==> src/rtl/fcn_mac_sequencer.sv <==
// Fully-connected layer sequencer: walks activation/weight memories, feeds one MAC,
// and captures one signed accumulated sum per output neuron.
module fcn_mac_sequencer #(
    parameter int DATA_WIDTH = 8,
    parameter int ACC_WIDTH  = 32,
    parameter int IN_LEN     = 784,
    parameter int OUT_LEN    = 10,
    parameter int AW_ACT     = (IN_LEN > 1) ? $clog2(IN_LEN) : 1,
    parameter int AW_W       = (IN_LEN * OUT_LEN > 1) ? $clog2(IN_LEN * OUT_LEN) : 1,
    parameter int AW_OUT     = (OUT_LEN > 1) ? $clog2(OUT_LEN) : 1
) (
    input  logic                  clk,
    input  logic                  reset_n,
    input  logic                  start,
    output logic                  busy,
    output logic                  done,
    output logic                  act_rd_en,
    output logic [AW_ACT-1:0]     act_addr,
    input  logic [DATA_WIDTH-1:0] act_data,
    output logic                  w_rd_en,
    output logic [AW_W-1:0]       w_addr,
    input  logic [DATA_WIDTH-1:0] w_data,
    output logic                  mac_input_valid,
    output logic                  mac_store,
    output logic [DATA_WIDTH-1:0] mac_input_data,
    output logic [DATA_WIDTH-1:0] mac_weight,
    input  logic [ACC_WIDTH-1:0]  mac_result,
    input  logic                  mac_result_valid,
    output logic                  out_valid,
    output logic [AW_OUT-1:0]     out_idx,
    output logic [ACC_WIDTH-1:0]  out_data
);

    typedef enum logic [2:0] {
        S_IDLE,
        S_CLEAR,
        S_FETCH,
        S_DRAIN,
        S_STORE,
        S_FINISH
    } state_t;

    localparam logic [AW_ACT-1:0] K_LAST = AW_ACT'(IN_LEN - 1);
    localparam logic [AW_OUT-1:0] N_LAST = AW_OUT'(OUT_LEN - 1);
    localparam logic [AW_W-1:0]   W_STEP = AW_W'(IN_LEN);

    state_t            state;
    logic [AW_OUT-1:0] n_idx;
    logic [AW_W-1:0]   w_base;

    // Memory read data lands one cycle after the address, so the MAC sees it directly.
    assign mac_input_data = act_data;
    assign mac_weight     = w_data;
    assign w_rd_en        = act_rd_en;

    always_ff @(posedge clk or negedge reset_n) begin
        if (!reset_n) begin
            state           <= S_IDLE;
            busy            <= 1'b0;
            done            <= 1'b0;
            act_rd_en       <= 1'b0;
            act_addr        <= '0;
            w_addr          <= '0;
            mac_input_valid <= 1'b0;
            mac_store       <= 1'b0;
            out_valid       <= 1'b0;
            out_idx         <= '0;
            out_data        <= '0;
            n_idx           <= '0;
            w_base          <= '0;
        end else begin
            mac_input_valid <= act_rd_en;
            out_valid       <= 1'b0;
            done            <= 1'b0;
            mac_store       <= 1'b0;
            case (state)
                S_IDLE: begin
                    if (start) begin
                        state     <= S_CLEAR;
                        busy      <= 1'b1;
                        mac_store <= 1'b1;
                        n_idx     <= '0;
                        w_base    <= '0;
                    end
                end
                S_CLEAR: begin
                    state     <= S_FETCH;
                    act_rd_en <= 1'b1;
                    act_addr  <= '0;
                    w_addr    <= w_base;
                end
                S_FETCH: begin
                    if (act_addr == K_LAST) begin
                        state     <= S_DRAIN;
                        act_rd_en <= 1'b0;
                    end else begin
                        act_addr <= act_addr + 1'b1;
                        w_addr   <= w_addr + 1'b1;
                    end
                end
                S_DRAIN: begin
                    state     <= S_STORE;
                    mac_store <= 1'b1;
                end
                S_STORE: begin
                    if (mac_result_valid) begin
                        out_data  <= mac_result;
                        out_idx   <= n_idx;
                        out_valid <= 1'b1;
                    end
                    if (n_idx == N_LAST) begin
                        state    <= S_FINISH;
                        done     <= 1'b1;
                        act_addr <= '0;
                        w_addr   <= '0;
                    end else begin
                        // Next neuron's weight row starts IN_LEN further on; no multiplier needed.
                        state     <= S_FETCH;
                        n_idx     <= n_idx + 1'b1;
                        w_base    <= w_base + W_STEP;
                        w_addr    <= w_base + W_STEP;
                        act_addr  <= '0;
                        act_rd_en <= 1'b1;
                    end
                end
                S_FINISH: begin
                    state <= S_IDLE;
                    busy  <= 1'b0;
                end
                default: state <= S_IDLE;
            endcase
        end
    end

endmodule
==> config.mk <==
export PLATFORM = sky130hd
export DESIGN_NAME = fcn_mac_sequencer
export DESIGN_NICKNAME = d
export VERILOG_FILES = /design/src/rtl/fcn_mac_sequencer.sv
export SDC_FILE = /design/constraint.sdc
export NUM_CORES = 1
export LEC_CHECK = 0
export ABC_AREA = 0
export BUFFER_PORTS_ARGS = -buffer_cell sky130_fd_sc_hd__buf_2
export CAP_MARGIN = 20
export CORE_UTILIZATION = 45
export CTS_CLUSTER_DIAMETER = 200
export DETAILED_ROUTE_END_ITERATION = 8
export GPL_TIMING_DRIVEN = 0
export MAX_ROUTING_LAYER = met4
export PLACE_DENSITY = 0.76
export SYNTH_ARGS = -nofsm -noshare
export SYNTH_HDL_FRONTEND = slang
export SYNTH_SLANG_ARGS = --single-unit
==> constraint.sdc <==
create_clock -name clk -period 2.02 [get_ports clk]
set_input_delay 0.101 -clock clk [delete_from_list [all_inputs] [get_ports clk]]
set_output_delay 0.101 -clock clk [all_outputs]
set_load 0.02 [all_outputs]
==> results of run 1 <==
## registers in the layout, indices dropped and copies added (netlist names)
signal,cells
w_addr,13
mac_store,1
out_valid,1
act_addr,10
busy,1
out_idx,4
out_data,32
done,1
state,3
mac_input_valid,1
w_base,9
act_rd_en,1
n_idx,4
## cell families (layout without fill, tap and decap cells)
logic type / Yosys count / in the layout / share of synthesized area, %
muxes: 38 / 38 / 11.0
buffers and inverters: 37 / 215 / 5.59
adders and majority gates: 5 / 5 / 1.61
xor gates and xnor gates: 17 / 17 / 3.82
DFF: 81 / 81 / 52.0
and+or+nand+nor: 106 / 106 / 14.6
AOI/OAI and AO/OA: 72 / 72 / 11.4
## cells in the mapped netlist, drive strengths merged, types with 2 or more instances
cell / n
a211oi: 2
a21oi: 11
a22o: 5
a31oi: 4
and2: 2
and3: 7
buf: 28
clkbuf: 2
dfrtp: 81
ha: 5
inv: 7
mux2: 38
nand2: 28
nand2b: 2
nand3: 14
nand3b: 2
nand4: 5
nor2: 16
nor2b: 2
nor3: 8
nor3b: 3
o21ai: 34
o22ai: 3
o31ai: 4
or3: 5
or3b: 2
or4: 5
xnor2: 5
xor2: 12
## critical path: stages, from the launching register on
cell	delay, ns
dfrtp_2	0.42
or4_4	0.53
or4_4	0.54
nand2_4	0.11
buf_8	0.13
buf_12	0.11
o31ai_2	0.05
a21oi_1	0.14
## layout make-up
cell class              count  area [µm²]
fillers                   621        2890
well taps                 105         131
repair buffers            164        1060
inverters                   7        26.3
clock inverters             6        93.8
multi-input cells         238        1740
flip-flops and latches     81        2040
plain buffers              29         209
clock buffers               9         124
## worst paths after layout
check	from	to	depth (start not counted)
max in group asynchronous	reset_n	out_data[13]	3
hold / removal	start	busy	3
setup / recovery	act_addr[7]	act_addr[6]	7
hold reg to reg	act_rd_en	mac_input_valid	0
setup reg to reg	act_addr[7]	act_addr[6]	7
min in group asynchronous	reset_n	act_addr[0]	2
## placed cells by master (no fill, tap or decap), types with 7 or more instances in the layout
master / netlist / layout
buf_2: 9 / 120
dfrtp_1: 81 / 74
mux2_2: 38 / 37
dlygate4sd3_1: 0 / 33
buf_4: 18 / 31
o21ai_0: 31 / 29
nand2_1: 27 / 27
nor2_1: 16 / 15
nand3_1: 14 / 13
xor2_1: 12 / 12
a21oi_1: 11 / 10
clkbuf_8: 0 / 9
nor3_1: 8 / 8
inv_1: 7 / 7
and3_1: 7 / 7
dfrtp_2: 0 / 7
## repair_timing
| action | 4_1_cts | 5_1_grt |
|---|---|---|
| setup endpoints to repair | 66 | 61 |
| gates resized for setup | 18 | 13 |
| buffers inserted | 8 | 5 |
| hold endpoints to repair | 56 | 0 |
| hold buffers | 33 | 0 |
| pin swaps | 10 | 10 |
## metal layers
metal	vias to the layer above	global-route usage [%]
li1	1614	-
met1	1641	28.6
met2	119	35.7
met3	18	2.95
met4	0	9.60
met5	-	-
## metrics by stage
step                setup slack [ns]  hold slack (ns)  cell area (µm²)  cells  utilization [%]
floorplan                    -0.0280           -0.195             3920    356                -
finish                       -0.0955           0.0920             5410    639             65.2
detailed placement            -0.353           0.0333             4660    579             56.2
CTS                          -0.0955           0.0869             5330    634             64.3
global placement              -0.379            0.333             4630    578             55.8
global route                  -0.163            0.129             5410    639             65.2
## report_power, final
group          switching (W)  internal [W]
Clock               0.000587      0.000695
Sequential        0.00000421       0.00162
Combinational      0.0000855      0.000106
Total               0.000676       0.00242
==> impl_metrics.ini, run 1 <==
[outcome]
status = finished with violations
violations = setup timing

[clocking]
clock-sinks = 81
clockBufferDepth = 2
htree_num_levels = 3
cts.clk_slew.worst_paths_ns = 0.08
clock_latency_ns = 0.35
cts-root-buf = clkbuf_8
cts_buffers = 9
cts_tree = built

[synth]
syn-num-nets = 413
yosysTopAreaCell = dfrtp_1
netlist_instances = 356
synth_ff_type = dfrtp_1
ys_types = 51
ys_ff_latch = 81
syn_avg_cell_area_um2 = 10.9
netlist_area_um2 = 3900
seq_area_frac_synth_pct = 52.0
synth_top_area_share_pct = 52.0
synth-edff-count = 0
synth_warnings = 0
synth_area_leaders = dfrtp_1 52%, mux2_2 11%, o21ai_0 4.0%
async_flop_share_pct = 100

[placed_design]
globalplace.congestion = 0.874
hpwlAfterDp_um = 6350
portBuffers = 117

[floorplan]
dieWidth_um = 95.1
rows = 33
io_pins = 134
die_area_um2 = 9040
fp.dieH_um = 95.1
initial_core_util_pct = 47.0
core-area_um2 = 8300

[global_routing]
grt_pass1_wl_um = 15000
gr-total-overflow = 0
grt_pass1_vias = 3140
grt_max_degree = 58
antenna_found_initial = 0
groute.usage.overall_pct = 22.3

[min_path]
hold_class = primary input to register

[timing]
post-route-period-util_pct = 105
setup_tns_ns = -0.627
relSlewSlack_pct = 52.7
slew_viol_final = 0
worst_slack_ns = -0.0955
setup_viol = 14
worstMarginPinSlew_ns = 0.706
clock_skew_ns = 0.0133
hold_viol_final = 0
max_freq_mhz = 473
grt_setup_unrepaired = true
fin_crit_ns = 2.12

[finish]
antenna_cells = 0
finalNetCount = 587
drive_gt1_share_pct = 44.8
areaGrowthSynthToFinish_pct = 38.9

[critical_path]
r2r_slack_ns = -0.1
cp_data_required_time_ns = 2.29
critPathKind = register to register
critPathMaxFanout = 6
arrival_ns = 2.39
start_kind = register
critPathCaptureType = register

[drt]
top_layer = met4
met3_length_um = 457
routed_wl_um = 9920
drc = 0
wl_per_cell_um = 15.5
first_pass_iters = 4
drt_iter0_drc = 179
met1Wirelength_um = 4180
via_per_inst = 5.31
vias = 3392
final_antenna_net_count = 0
wl_met2_um = 5080

[pwr]
total_leakage_power_nw = 2.70
irDropWorstVdd_mv = 0.276
power.density_nw_per_um2 = 573
p_total_w = 0.00310

[flow_run]
drv_cap = 0
(Power assumes the default switching activity.)
==> run 2, diff against run 1 <==
ABC_AREA = 1   (was 0)
BUFFER_PORTS_ARGS = default   (was -buffer_cell sky130_fd_sc_hd__buf_2)
DONT_BUFFER_PORTS = 1   (was default)
PLACE_DENSITY = default   (was 0.76)
==> run 2 against run 1 <==
The run now ends clean. Critical path depth grew 3. Global-route usage shrank 1.1 points. Via count shrank 2.3%. Critical path type unchanged. Critical endpoint is now w_addr[7]. Largest power group unchanged. Highest routed layer unchanged.
==> impl_metrics.ini, run 2 <==
[timing]
relSlewSlack_pct = 70.0
worstMarginPinSlew_ns = 0.449
timing.hold.ws_ns = 0.0624
clock_skew_ns = 0.0122
slew_viol_final = 0
post-route-period-util_pct = 91.5
grt_setup_unrepaired = false
setup_viol = 0
setup_tns_ns = 0
max_freq_mhz = 541
fin_crit_ns = 1.85
hold_viol_final = 0

[clocking]
cts-root-buf = clkbuf_8
cts.clk_slew.worst_paths_ns = 0.10
cts_buffers = 9
clock-sinks = 81
clockBufferDepth = 2
htree_num_levels = 3
clock_latency_ns = 0.36
cts_tree = built

[finish]
register_area_um2 = 2030
reg.largest.list = out_data x32, w_addr x13, act_addr x10
fillCellCount = 792
largest-register = out_data
finalNetCount = 606
layout_commonest_cell = nand2_1
areaGrowthSynthToFinish_pct = 17.3
design_area_um2 = 4710
drive_gt1_share_pct = 12.3
antenna_cells = 0
final_util_pct = 54.2
multi_input_area_um2 = 1570
instances_no_fill = 662
largest_register_ffs = 32
layout_common_cells = 192 x nand2_1, 80 x dfrtp_1, 45 x inv_1

[synth]
syn_avg_cell_area_um2 = 7.97
ys_top_cells_by_count = 192 x nand2_1, 81 x dfrtp_1, 45 x inv_1
synth_top_family_by_area = simple AND/OR/NAND/NOR gates
netlist_instances = 503
async_flop_share_pct = 100
synth-edff-count = 0
netlist_area_um2 = 4010
yosysTopAreaCell = dfrtp_1
synth-simple-area-share_pct = 28.9
synth_area_leaders = dfrtp_1 51%, nand2_1 18%, nand3_1 4.4%
synth_warnings = 0
seq_area_frac_synth_pct = 50.5
synthAdderAreaFrac_pct = 1.56
synth-compound-area-share_pct = 7.64
synth_xor_area_share_pct = 1.09
ys_ff_latch = 81
synth_most_common_cell = nand2_1
synth_top_area_share_pct = 50.5
synth_ff_type = dfrtp_1
synth.mux.area_fraction_pct = 0
syn-num-nets = 560
ys_types = 28

[drt]
via_per_inst = 5.01
vias = 3315
routed_wl_um = 9150
drt_iter0_drc = 123
wl_per_cell_um = 13.8
drc = 0
final_antenna_net_count = 0
first_pass_iters = 4

[placed_design]
globalplace.congestion = 0.869
hpwlAfterDp_um = 6280
placed_area_um2 = 4150
portBuffers = 0
dp_cells = 611

[floorplan]
fp.dieH_um = 96.4
die_area_um2 = 9300
dieWidth_um = 96.4
core-area_um2 = 8680
initial_core_util_pct = 46.2
rows = 34
io_pins = 134

[min_path]
hold_class = primary input to register

[critical_path]
critPathMaxFanout = 10
critPathKind = register to register
critPathCaptureType = register
start_kind = register
arrival_ns = 2.10
cp_data_required_time_ns = 2.27

[pwr]
power.density_nw_per_um2 = 1360
total_leakage_power_nw = 2.41
irDropWorstVdd_mv = 0.687

[flow_run]
drv_cap = 0

[global_routing]
gr-total-overflow = 0
groute.usage.overall_pct = 21.2
antenna_found_initial = 0
grt_pass1_vias = 3144
grt_pass1_wl_um = 14600
grt_max_degree = 82

[outcome]
status = finished, final reports clean
==> run 2: changes by cell type after synthesis, moves of 8 or more <==
cell / before / now
nand3_1: 14 / 35
mux2_2: 38 / 0
nor2_1: 16 / 32
nand4_1: 5 / 13
a21oi_1: 11 / 2
nand2_1: 27 / 192
xor2_1: 12 / 4
inv_1: 7 / 45
==> run 2: routing by layer <==
| layer | part of all wire (%) | global-route usage (%) |
|---|---|---|
| met2 | 45 | 34.3 |
| met4 | 1.5 | 8.33 |
| met1 | 44 | 25.6 |
| met3 | 8.9 | 5.16 |
| met5 | 0 | - |
==> run 2: path summary, 6_finish.rpt <==
kind	startpoint	endpoint	slack (ns)	cells after the start
max	act_addr[1]	w_addr[7]	0.17	10
min	mac_result_valid	out_data[2]	0.06	4
max reg2reg	act_addr[1]	w_addr[7]	0.17	10
min reg2reg	n_idx[1]	n_idx[1]	0.57	2
max in group asynchronous	reset_n	act_addr[0]	1.37	2
min in group asynchronous	reset_n	out_data[8]	0.34	2
==> run 2: area by class of cell <==
class                           instances  share of cell area, %
Buffer                                 30                   4.70
Clock buffer                            9                   2.63
Clock inverter                          7                   1.44
Inverter                               51                   4.07
Multi-Input combinational cell        341                   33.4
Sequential cell                        81                   43.1
Tap cell                              108                   2.87
Timing Repair Buffer                   35                   7.82
==> run 2: where the power goes <==
part	total (W)	internal (W)	switching, W	leakage [nW]
Combinational	0.00199	0.000749	0.00124	1.26
Clock	0.00116	0.000485	0.000679	0.0966
Sequential	0.00325	0.00216	0.00108	1.06
Total	0.00640	0.00340	0.00301	2.41
==> run 2: logic make-up (layout without fill, tap and decap cells) <==
family                   Yosys count  count (layout)
AO/OA/AOI/OAI                     51              51
XOR/XNOR                           5               5
adder cells (fa/ha/maj)            5               5
buffers and inverters             81             132
flip-flops                        81              81
AND/OR/NAND/NOR                  280             280
==> run 2: worst max-delay path, cell delays in order (launching register included) <==
cell,delay (ns)
dfrtp_1,0.52
ha_1,0.26
nand3_1,0.12
inv_1,0.08
nand3_1,0.14
nand2_4,0.14
nand2_4,0.06
buf_6,0.14
buf_8,0.15
nand2_1,0.10
nand2_1,0.05
==> run 2: repair_timing <==
item                                    4_1_cts  5_1_grt
hold buffers                                 35        0
endpoints found under the setup margin        0        1
buffers inserted                              0        0
resized for setup                             0        1
hold endpoints to repair                    116        0
==> run 2: per-stage QoR <==
stage	power (W)	setup slack (ns)
after global placement	0.00511	0.158
after CTS	0.00645	0.142
after global routing	0.00690	0.00765
after detailed placement	0.00516	0.168
after floorplan	0.00465	0.383
final	0.00640	0.171
==> run 3, diff against run 2 <==
CORE_UTILIZATION = 48   (was 45)
PLACE_DENSITY = 0.65   (was default)
==> run 3 against run 2 <==
Maximum frequency is essentially flat. Final cell count shrank 0.91%. Clock power grew 9%. Utilization grew 5.6 points. Worst hold slack gained 0.0030 ns. Flip-flop and latch count is the same. Clock skew grew 0.0013 ns. Combinational power is essentially flat. Critical endpoint unchanged.
==> impl_metrics.ini, run 3 (same netlist as run 2, synthesis figures left out) <==
[outcome]
status = finished, final reports clean

[pwr]
p_seq_share_pct = 49.7
p_total_w = 0.00653
irDropWorstVdd_mv = 0.704
swShare_pct = 45.9
p_sw_w = 0.00299
intPower_w = 0.00353
combPwrFrac_pct = 30.8
total_leakage_power_nw = 2.42
power.density_nw_per_um2 = 1380
pwr-share-clk_pct = 19.5

[critical_path]
start_kind = register
critPathKind = register to register
cp_slowest_stage_delay_ns = 0.54
cp_num_buf_inv = 3
critPathMaxFanout = 10
cp_top_family = simple AND/OR/NAND/NOR gates
cp_slowest_cell = dfrtp_1
crit_chain = ha_1, nand3_1, inv_1, nand3_1, nand2_4, nand2_4, buf_6, buf_8, nand2_1, nand2_1
arrival_ns = 2.10
critPathCaptureType = register
cp_data_required_time_ns = 2.27

[finish]
largest_register_ffs = 32
areaGrowthSynthToFinish_pct = 17.6
reg.largest.list = out_data x32, w_addr x13, act_addr x10
fillCellCount = 717
layout_commonest_cell = nand2_1
final_util_pct = 59.8
antenna_cells = 0
multi_input_area_um2 = 1570
instances_no_fill = 656
finalNetCount = 606
layout_common_cells = 192 x nand2_1, 81 x dfrtp_1, 45 x inv_1
drive_gt1_share_pct = 12.1
largest-register = out_data
register_area_um2 = 2030

[floorplan]
dieWidth_um = 93.4
io_pins = 134
die_area_um2 = 8730
core-area_um2 = 7890
fp.dieH_um = 93.4
rows = 32
initial_core_util_pct = 50.9

[global_routing]
globalRouteMet2Util_pct = 38.1
antenna_found_initial = 0
use_met3_pct = 6.83
grt_max_degree = 82
grt_util_met1_pct = 27.5
busiest_layer = met2
gr-total-overflow = 0
grt_pass1_wl_um = 15300
grt_pass1_vias = 3268
groute.usage.overall_pct = 23.2

[timing]
fin_crit_ns = 1.85
slew_viol_final = 0
grt_setup_unrepaired = false
setup_viol = 0
hold_viol_final = 0
worst_slack_ns = 0.170
post-route-period-util_pct = 91.6
setup_tns_ns = 0
clock_skew_ns = 0.0134
max_freq_mhz = 540
worstMarginPinSlew_ns = 0.440
relSlewSlack_pct = 70.7

[clocking]
clock-sinks = 81
cts-root-buf = clkbuf_8
clockBufferDepth = 2
cts_tree = built
htree_num_levels = 3
cts.clk_slew.worst_paths_ns = 0.09
cts_buffers = 9
clock_latency_ns = 0.36

[drt]
drt_iter0_drc = 143
vias = 3375
first_pass_iters = 4
wl_per_cell_um = 14.5
final_antenna_net_count = 0
drc = 0
via_per_inst = 5.14
routed_wl_um = 9540

[min_path]
hold_class = primary input to register

[placed_design]
dp_cells = 605
portBuffers = 0
hpwlAfterDp_um = 6430
globalplace.congestion = 0.886
dp_slack_ns = 0.173

[flow_run]
drv_cap = 0
## run 3: layer usage
metal	vias to the layer above	wire, µm
met4	0	98
met1	1575	3980
met3	10	871
met2	119	4590
li1	1671	-
met5	-	0
## run 3: what timing repair did
action | CTS | global route
setup buffers | 0 | 0
hold buffers | 35 | 0
resized for setup | 0 | 0
endpoints found under the setup margin | 0 | 0
hold endpoints to repair | 116 | 0
## run 3: worst reg2reg max path, stage by stage (launching register included)
cell and delay, ns:
dfrtp_1 0.54, ha_1 0.26, nand3_1 0.12, inv_1 0.08
nand3_1 0.14, nand2_4 0.14, nand2_4 0.06, buf_6 0.14
buf_8 0.15, nand2_1 0.07, nand2_1 0.05
## run 3: layout make-up
class	instances	share of cell area [%]
buffer	30	4.69
multi-input combinational	341	33.3
clock inverter	6	1.56
inverter	51	4.06
sequential	81	43.0
tap	102	2.70
timing repair buffer	35	7.80
clock buffer	10	2.92
## run 3: power by group through the flow
| stage | clock network, W | logic, W | registers, W |
|---|---|---|---|
| 2_1_floorplan | 0 | 0.00152 | 0.00312 |
| 3_3_place_gp | 0 | 0.00187 | 0.00325 |
| 3_5_place_dp | 0 | 0.00191 | 0.00327 |
| 4_1_cts | 0.00131 | 0.00202 | 0.00324 |
| 5_1_grt | 0.00136 | 0.00230 | 0.00333 |
| 6_report | 0.00127 | 0.00201 | 0.00324 |
## run 3: path summary, 6_finish.rpt
| path | startpoint | endpoint | slack, ns | cells after the start |
|---|---|---|---|---|
| setup / recovery | act_addr[0] | w_addr[7] | 0.17 | 10 |
| hold / removal | mac_result_valid | out_data[31] | 0.07 | 4 |
| setup reg to reg | act_addr[0] | w_addr[7] | 0.17 | 10 |
| hold reg to reg | n_idx[1] | n_idx[1] | 0.56 | 2 |
| max in group asynchronous | reset_n | w_addr[11] | 1.39 | 2 |
| min in group asynchronous | reset_n | out_data[20] | 0.33 | 2 |
## run 3: stage by stage
step / instance area (µm²) / hold WS (ns)
global route: 4720 / 0.0936
detailed placement: 4140 / -0.193
floorplan: 4010 / -0.195
finish: 4720 / 0.0654
global placement: 4140 / -0.193
CTS: 4720 / 0.0590
